<file path="config.mk">
export PLATFORM = sky130hd
export DESIGN_NAME = switch_port_arbiter
export DESIGN_NICKNAME = d
export VERILOG_FILES = /design/src/rtl/switch_port_arbiter.sv
export SDC_FILE = /design/constraint.sdc
export NUM_CORES = 1
export LEC_CHECK = 0
export ABC_AREA = 1
export CELL_PAD_IN_SITES_DETAIL_PLACEMENT = 1
export CELL_PAD_IN_SITES_GLOBAL_PLACEMENT = 1
export CORE_AREA = 2 2 287 289
export DETAILED_ROUTE_END_ITERATION = 12
export DIE_AREA = 0 0 289 291
export PLACE_DENSITY = 0.52
export SLEW_MARGIN = 20
export SYNTH_ARGS = -nofsm -noshare
export SYNTH_HDL_FRONTEND = slang
export SYNTH_SLANG_ARGS = --single-unit
</file>
<file path="constraint.sdc">
create_clock -name clk -period 7.7 [get_ports clk]
set_clock_uncertainty 0.1 [all_clocks]
set_input_delay 1.155 -clock clk [delete_from_list [all_inputs] [get_ports clk]]
set_output_delay 1.155 -clock clk [all_outputs]
set_load 0.005 [all_outputs]
</file>
<file path="src/rtl/switch_port_arbiter.sv">
// Packet-locked round-robin arbiter sharing one packetizer across NUM_PORTS ports.
// Define PKT_TIMEOUT_EN to abandon a locked packet after TIMEOUT_CYCLES idle cycles.
module switch_port_arbiter #(
    parameter int NUM_PORTS      = 4,
    parameter int WIDTH_IN       = 142,
    parameter int ADDRESS_WIDTH  = 4,
    parameter int PORT_ID_WIDTH  = 2,
    parameter int TIMEOUT_CYCLES = 256
) (
    input  logic                              clk,
    input  logic                              rst,
    input  logic [NUM_PORTS*WIDTH_IN-1:0]     i_data_in,
    input  logic [NUM_PORTS-1:0]              i_valid_in,
    input  logic [NUM_PORTS*ADDRESS_WIDTH-1:0] i_dest_in,
    output logic [NUM_PORTS-1:0]              i_ready_out,
    output logic [WIDTH_IN-1:0]               o_data_out,
    output logic [ADDRESS_WIDTH-1:0]          o_dest_out,
    output logic [PORT_ID_WIDTH-1:0]          o_src_port,
    output logic                              o_valid_out,
    input  logic                              o_ready_in,
    output logic                              o_proto_err,
    output logic                              o_timeout
);

    localparam logic [0:0] IDLE   = 1'b0;
    localparam logic [0:0] LOCKED = 1'b1;

    logic [0:0]               state;
    logic [PORT_ID_WIDTH-1:0] last_grant;
    logic [PORT_ID_WIDTH-1:0] lock_port;
    logic [PORT_ID_WIDTH-1:0] search_g;
    logic [PORT_ID_WIDTH-1:0] g;
    logic [PORT_ID_WIDTH-1:0] pidx;
    logic                     found;
    int                       idx;

    logic [WIDTH_IN-1:0]      words [NUM_PORTS];
    logic [ADDRESS_WIDTH-1:0] dests [NUM_PORTS];
    logic [WIDTH_IN-1:0]      word;
    logic                     valid_g;
    logic                     sop;
    logic                     pkt_end;
    logic                     can_load;
    logic                     discard;
    logic                     fire;
    logic                     load;
    logic                     to_hit;

    always_comb begin
        for (int p = 0; p < NUM_PORTS; p++) begin
            words[p] = i_data_in[p*WIDTH_IN +: WIDTH_IN];
            dests[p] = i_dest_in[p*ADDRESS_WIDTH +: ADDRESS_WIDTH];
        end
    end

    // Round-robin search starting just after the previous owner
    always_comb begin
        search_g = '0;
        found    = 1'b0;
        idx      = 0;
        pidx     = '0;
        for (int k = 1; k <= NUM_PORTS; k++) begin
            idx  = (int'(last_grant) + k) % NUM_PORTS;
            pidx = PORT_ID_WIDTH'(idx);
            if (!found && i_valid_in[pidx]) begin
                found    = 1'b1;
                search_g = pidx;
            end
        end
    end

    assign g        = (state == LOCKED) ? lock_port : search_g;
    assign word     = words[g];
    assign valid_g  = i_valid_in[g];
    assign sop      = word[WIDTH_IN-2];
    assign pkt_end  = (word[WIDTH_IN-1] & word[WIDTH_IN-3]) |
                      (word[WIDTH_IN/2-1] & word[WIDTH_IN/2-3]);
    assign can_load = !o_valid_out | o_ready_in;
    assign discard  = (state == IDLE) & valid_g & !sop;

    always_comb begin
        i_ready_out = '0;
        if (valid_g && (discard || can_load)) begin
            i_ready_out[g] = 1'b1;
        end
    end

    assign fire = valid_g & i_ready_out[g];
    assign load = fire & !discard;

`ifdef PKT_TIMEOUT_EN
    localparam int CW = $clog2(TIMEOUT_CYCLES) + 1;
    logic [CW-1:0] idle_cnt;

    assign to_hit = (state == LOCKED) & !valid_g &
                    (idle_cnt == CW'(TIMEOUT_CYCLES - 1));

    // Only cycles where the owning port itself is silent count
    always_ff @(posedge clk) begin
        if (rst) begin
            idle_cnt  <= '0;
            o_timeout <= 1'b0;
        end else begin
            o_timeout <= to_hit;
            if (state != LOCKED || fire || to_hit) begin
                idle_cnt <= '0;
            end else if (!valid_g) begin
                idle_cnt <= idle_cnt + 1'b1;
            end
        end
    end
`else
    localparam int TIMEOUT_UNUSED = TIMEOUT_CYCLES;
    assign to_hit    = 1'b0;
    assign o_timeout = 1'b0;
`endif

    always_ff @(posedge clk) begin
        if (rst) begin
            state       <= IDLE;
            last_grant  <= PORT_ID_WIDTH'(NUM_PORTS - 1);
            lock_port   <= '0;
            o_valid_out <= 1'b0;
            o_data_out  <= '0;
            o_dest_out  <= '0;
            o_src_port  <= '0;
            o_proto_err <= 1'b0;
        end else begin
            o_proto_err <= discard;
            if (load) begin
                o_valid_out <= 1'b1;
                o_data_out  <= word;
                o_dest_out  <= dests[g];
                o_src_port  <= g;
            end else if (can_load) begin
                o_valid_out <= 1'b0;
            end
            unique case (state)
                IDLE: begin
                    if (discard) begin
                        last_grant <= g;
                    end else if (load) begin
                        if (pkt_end) begin
                            last_grant <= g;
                        end else begin
                            state     <= LOCKED;
                            lock_port <= g;
                        end
                    end
                end
                LOCKED: begin
                    if ((load && pkt_end) || to_hit) begin
                        state      <= IDLE;
                        last_grant <= g;
                    end
                end
                default: state <= IDLE;
            endcase
        end
    end

endmodule

</file>
# [Yosys cells after proc, flatten, opt, wreduce, memory -nomap -nowiden]
# Index checks and enable logic that the tools add are counted.
[word_totals] reg_bits=155 output_inout_bits=155 elab_cells=91
[op_classes] addsub=4 magnitude_cmp=7 eq_ne=3 n_mux=41 bitwise=12 n_reduce_logical=16
[ops] operator="binary-select mux 142 bit (select 2 bit)" n=1
[ops] operator="two-way mux 142 bit" n=2
[ops] operator="two-way mux 2 bit" n=9
[ops] operator="two-way mux 1 bit" n=16
[ops] operator="less-than comparator 2 x 3 -> 1 bit (second input constant)" n=5
[ops] operator="binary-select mux 1 bit (select 2 bit)" n=6
[ops] operator="two-way mux 4 bit" n=3
[ops] operator="binary-select mux 4 bit (select 2 bit)" n=1
[ops] operator="AND 1 bit" n=6
[ops] operator="logical AND 1 bit" n=6
[ops] operator="zero test 1 bit" n=6
[ops] operator="inequality test 3 bit (second input constant)" n=2
[ops] operator="adder 2 x 1 -> 2 bit (second input constant)" n=2
[ops] operator="adder 2 bit (second input constant)" n=2
[ops] operator="case mux 2 bit (2 select lines)" n=1
[ops] operator="AND reduction 4 bit" n=1
[ops] operator="greater-or-equal comparator 3 bit (second input constant)" n=1
[ops] operator="NOT 1 bit" n=3
[ops] operator="NOT 2 -> 3 bit" n=1
[ops] operator="AND reduction 3 bit" n=1
[ops] operator="demux 1 bit (select 2 bit)" n=1
[ops] operator="greater-or-equal comparator 2 x 1 -> 1 bit (second input constant)" n=1
[ops] operator="inequality test 2 x 1 -> 1 bit (second input constant)" n=1
[ops] operator="bitwise OR 1 bit" n=2
[ops] operator="3 further kinds" n=3

# [Depth between registers and ports, before layout]
[depth] ltp_word=30 mapped_depth=22 ltp_nobuf=21

# [Worst setup path before layout]
# Ideal clock, no wire load.
[synth_path] path_type="input -> output" from="input port i_valid_in[2]" to="output port i_ready_out[0]" arrival_time_ns=2.831 required_time_ns=6.445 slack_ns=3.614 stages=17 cell_sequence="inv_1 nand2_1 nand3_1 nand2_2 nor2_4 nand4_1 nand3_2 nand2_2 buf_6 buf_4 nand2_1 o21ai_0 nand2_1 nand2_1 nor2_1 nor2_1 nor3_1"
[synth_between] elab_chain_cells=22
[synth_lines] item="start, declared" line_no="13" rtl="input logic [NUM_PORTS-1:0] i_valid_in,"
[synth_lines] item="binary-select mux 1 bit (select 2 bit)" line_no="65" rtl="if (!found && i_valid_in[pidx]) begin"
[synth_lines] item="two-way mux 1 bit (not written as such)" line_no="65"
[synth_lines] item="two-way mux 1 bit" line_no="65"
[synth_lines] item="zero test 1 bit" line_no="65"
[synth_lines] item="logical AND 1 bit" line_no="65"
[synth_lines] item="two-way mux 1 bit" line_no="65"
[synth_lines] item="zero test 1 bit" line_no="65"
[synth_lines] item="logical AND 1 bit" line_no="65"
[synth_lines] item="(+5 left out)"
[synth_lines] item="NOT 2 -> 3 bit (not written as such)" line_no="73" rtl="assign word = words[g];"
[synth_lines] item="binary-select mux 142 bit (select 2 bit)" line_no="73"
[synth_lines] item="two-way mux 142 bit (not written as such) (2 in a row)" line_no="73"
[synth_lines] item="zero test 1 bit" line_no="79" rtl="assign discard = (state == IDLE) & valid_g & !sop;"
[synth_lines] item="AND 1 bit" line_no="79"
[synth_lines] item="logical OR 1 bit" line_no="83" rtl="if (valid_g && (discard || can_load)) begin"
[synth_lines] item="logical AND 1 bit" line_no="83"
[synth_lines] item="two-way mux 4 bit *" line_no="83"
[synth_lines] item="end, declared" line_no="15" rtl="output logic [NUM_PORTS-1:0] i_ready_out,"
# Mark *: on every way between the ends. The rest lies on a longest branch, timed or not. The select of a mux whose other input is x is not followed.

# [Worst setup path in the final report]
[layout_path] from="input port i_valid_in[3]" to="output port i_ready_out[1]"
# Same word-level chain as after synthesis.

==> impl_summary.md <==
Die
The floorplan step set the die height to 291 microns. The number of top-level pins is 746. The total area inside the core boundary comes to 81,190 sq um. The overall die area is 84,100 sq um. The die width is 289 microns.

The starting utilization of the core area is 11.84%. In this run the core area contains 105 standard-cell rows.

Timing
The final max-slew violation count was 0. The worst pin sits at a relative slew slack of 34.72%. The final critical path takes up 75.23% of the cycle.

The transition time at the pin with the least slew margin is 0.9792 ns. Timing would allow up to 172.6 MHz. The worst path meets setup with 1.907 ns of slack. The final number of hold-violating endpoints is 0. Setup repair after global routing left no endpoint under its margin. Setup violations remaining at the end of the flow were counted as 0. Summed over all failing endpoints, the final setup total negative slack is 0 ns. The post-route minimum period is 5.793 ns.

Clock network
The number of buffers inserted by post-CTS setup repair is 0. The clock tree root buffer cell is sky130_fd_sc_hd__clkbuf_16. Clock tree synthesis found a total of 155 sinks.

The clock transition at the registers of the reported paths is 0.06 ns. In this run, post-CTS repair resized a total of 0 instances. The H-tree was split into 4 levels. The clock network latency to the later pin of the worst-skew pair is 0.47 ns.

The quantity of hold-fixing buffers added after cts is 0. No sink is reached through more buffers than the 2 on the longest clock path. The total CTS buffers is 17.

TritonCTS built the clock tree.

Place
Summed over all nets, the half-perimeter wirelength after detailed placement is 49,470 microns. The pre-CTS setup slack is 1.945 ns. In this run the tool buffered the top-level ports with 744 buffer cells. The final estimated routing congestion in global placement is 0.8493.

Drt
The post-detailed-routing wire length is 64,310 microns. The average vias per placed instance is 4.193. In this run the remaining antenna-violating nets after routing total 0. The number of DRC markers in iteration 0 is 406.

The routed wirelength normalized by instance count is 19.60 microns. The first TritonRoute pass finished after 5 iterations. The detailed router placed 13.76k vias in this run.

For this run, design rule violations remaining after detail routing come to 0.

Worst hold path
The number of cells on the worst hold path is 2. The min-delay analysis places its worst path in the category flop to flop. For hold timing, the worst endpoint is o_dest_out[2].

The hold path startpoint is o_dest_out[2].

Status
The flow ran to the end, and the final reports show no timing, DRC or antenna violations.

Pwr
Dividing total power by cell area gives a power density of 458.5 nW/um^2. The worst supply voltage drop on vdd is 0.0003849 V. The leakage component of the power is 0.006771 uW. Net switching is 56.02% of the power.

The internal portion of total power is 3755 uW. The portion of total power attributed to combinational logic is 74.8%. The net switching power figure is 4784 uW. Of the total power, the clock network draws 11.9%. The sequential power share is 13.3%.

Yosys
The synthesized area is 9615 sq um. A synthesized cell averages 6.184 sq um. Summing the sequential cell areas from Yosys gives 32.27% of the chip area. The synthesized netlist net count is 2,146.

By area the synthesized netlist is led by sky130_fd_sc_hd__dfxtp_1 32%, sky130_fd_sc_hd__nand3_1 20%, sky130_fd_sc_hd__nand2_1 18%. Summed over its instances, the top area cell type makes up 32.27% of the synthesized netlist area. Yosys printed 0 warnings.

Of all cell types, the one taking the most synthesized area is sky130_fd_sc_hd__dfxtp_1. The number of library cell types mapped by synthesis is 24. Synthesis produced 1,555 cells.

The synthesized design contains 155 register bits.

Setup path
The number of cells traversed by the worst register-to-register path is 17. STA classifies the critical path endpoint as a primary output. The critical path data arrival time is 4.54 ns. Along the worst path, the maximum fanout reaches 71. The category of the critical setup timing path is primary input to primary output. The worst setup path is launched from a primary input.

The required time at the worst-slack endpoint is 6.44 ns. The reg-to-reg critical path startpoint is last_grant[0]. The worst register-to-register path ends at o_data_out[46]. The worst register-to-register path has a setup slack of 2.95 ns.

Finish
The count of nets after finishing is 2,783. The share of post-route cells with drive strength above 1 is 3.176%. The area of the multi-input gates is 5754 sq um. The flip-flop and latch area is 3103 sq um. Relative to the synthesized area, the layout overhead comes to 93.68%. Counting the fill cells in the layout gives 9,878. Leaving out fill and tap cells, the most frequent cell in the layout is sky130_fd_sc_hd__clkdlybuf4s50_1. In the layout the commonest cells are 743 x sky130_fd_sc_hd__clkdlybuf4s50_1, 454 x sky130_fd_sc_hd__nand2_1, 379 x sky130_fd_sc_hd__nand3_1.

Global route
The first-pass GRT wire length is 92,520 microns. The global routing usage summed across all routing layers is 14.61%. The total overflow reported by the global router is 0. The number of antenna violations at the first check in global routing was 10. Entering global routing, the biggest net connects 128 pins. The number of global-route vias before repair is 14.51k.

Job
Max-cap violations in this run came to 0.
-- sequential cells by signal, indices dropped and copies added, names as in the netlist --
register and flops:
last_grant 2, lock_port 2, o_data_out 142, o_dest_out 4, o_proto_err 1, o_src_port 2
o_valid_out 1, state 1
-- how the worst max path moves through the flow --
stage | start | slack, ns | cells past startpoint | endpoint
after global routing | i_valid_in[3] | 1.61 | 17 | i_ready_out[0]
after global placement | i_valid_in[3] | 2.05 | 17 | i_ready_out[0]
final | i_valid_in[3] | 1.91 | 17 | i_ready_out[1]
after CTS | i_valid_in[3] | 1.94 | 17 | i_ready_out[1]
after detailed placement | i_valid_in[3] | 1.95 | 17 | i_ready_out[1]
after floorplan | i_valid_in[2] | 3.61 | 17 | i_ready_out[0]
-- critical path: stages --
cell,delay (ns)
sky130_fd_sc_hd__clkdlybuf4s50_1,0.49
sky130_fd_sc_hd__nand2_1,0.13
sky130_fd_sc_hd__nand2_1,0.08
sky130_fd_sc_hd__nand2_1,0.13
sky130_fd_sc_hd__nand2_2,0.10
sky130_fd_sc_hd__o21bai_1,0.18
sky130_fd_sc_hd__nand2_1,0.08
sky130_fd_sc_hd__nand2_1,0.09
sky130_fd_sc_hd__nand3_2,0.28
sky130_fd_sc_hd__nand2_8,0.44
sky130_fd_sc_hd__o21ai_0,0.15
sky130_fd_sc_hd__nand2_1,0.08
sky130_fd_sc_hd__nand2_1,0.09
sky130_fd_sc_hd__nor2_1,0.18
sky130_fd_sc_hd__nor2_1,0.13
sky130_fd_sc_hd__nor3_1,0.17
sky130_fd_sc_hd__clkdlybuf4s50_1,0.53
-- power groups by stage --
stage               Combinational [uW]  Clock [uW]  Sequential [uW]
floorplan                         4230           0             1150
global placement                  6480           0             1150
detailed placement                6560           0             1150
CTS                               6570        1080             1140
global route                      7160        1100             1160
finish                            6390        1020             1140
-- metrics by stage --
step | util, % | power [uW] | instances | cell area, sq um | hold slack (ns)
global route | 22.93 | 9418 | 3278 | 18620 | 0.3811
CTS | 22.92 | 8794 | 3274 | 18610 | 0.3670
floorplan | - | 5372 | 1555 | 9615 | 0.3522
detailed placement | 22.08 | 7710 | 3243 | 17930 | 0.3556
finish | 22.94 | 8539 | 3281 | 18620 | 0.3636
global placement | 22.08 | 7627 | 3243 | 17930 | 0.3528
-- cell usage after synthesis --
library cell               instances
sky130_fd_sc_hd__nand2_1         454
sky130_fd_sc_hd__nand3_1         379
sky130_fd_sc_hd__a21oi_1         221
sky130_fd_sc_hd__dfxtp_1         155
sky130_fd_sc_hd__nand4_1          74
sky130_fd_sc_hd__clkbuf_1         58
sky130_fd_sc_hd__buf_2            57
sky130_fd_sc_hd__o21ai_1          53
sky130_fd_sc_hd__o21ai_0          21
sky130_fd_sc_hd__buf_4            20
sky130_fd_sc_hd__inv_1            14
sky130_fd_sc_hd__nor2_1           13
sky130_fd_sc_hd__buf_1            10
sky130_fd_sc_hd__inv_2             4
sky130_fd_sc_hd__nand2_2           4
sky130_fd_sc_hd__nor3_1            4
sky130_fd_sc_hd__buf_6             3
sky130_fd_sc_hd__nor2_2            3
sky130_fd_sc_hd__nand3_2           2
sky130_fd_sc_hd__o21bai_1          2
sky130_fd_sc_hd__conb_1            1
sky130_fd_sc_hd__inv_4             1
sky130_fd_sc_hd__nand2_4           1
sky130_fd_sc_hd__nor2_4            1
-- routing by layer --
| metal | share of wire, % | vias up | GRT usage, % |
|---|---|---|---|
| li1 | - | 6659 | - |
| met1 | 39 | 6550 | 16.16 |
| met2 | 50 | 485 | 26.39 |
| met3 | 8.5 | 58 | 4.726 |
| met4 | 2.0 | 6 | 4.187 |
| met5 | 0.061 | - | 0 |
-- logic make-up (layout without fill, tap and decap cells) --
family,count (synthesis),in the layout,synth area share [%]
AOI/OAI and AO/OA,297,297,15.51
buffers and inverters,167,816,8.302
and+or+nand+nor,935,935,43.88
DFF,155,155,32.27
other,1,8,0.03900
-- cell type report --
class / count / share of cell area (%)
diodes: 7 / 0.09406
clock buffers: 19 / 2.378
clock inverters: 12 / 1.256
inverters: 19 / 0.4569
multi-input cells: 1233 / 30.90
flip-flops and latches: 155 / 16.66
well taps: 1070 / 7.189
repair buffers: 766 / 41.06
No activity file was read; power rests on OpenSTA's default activity.
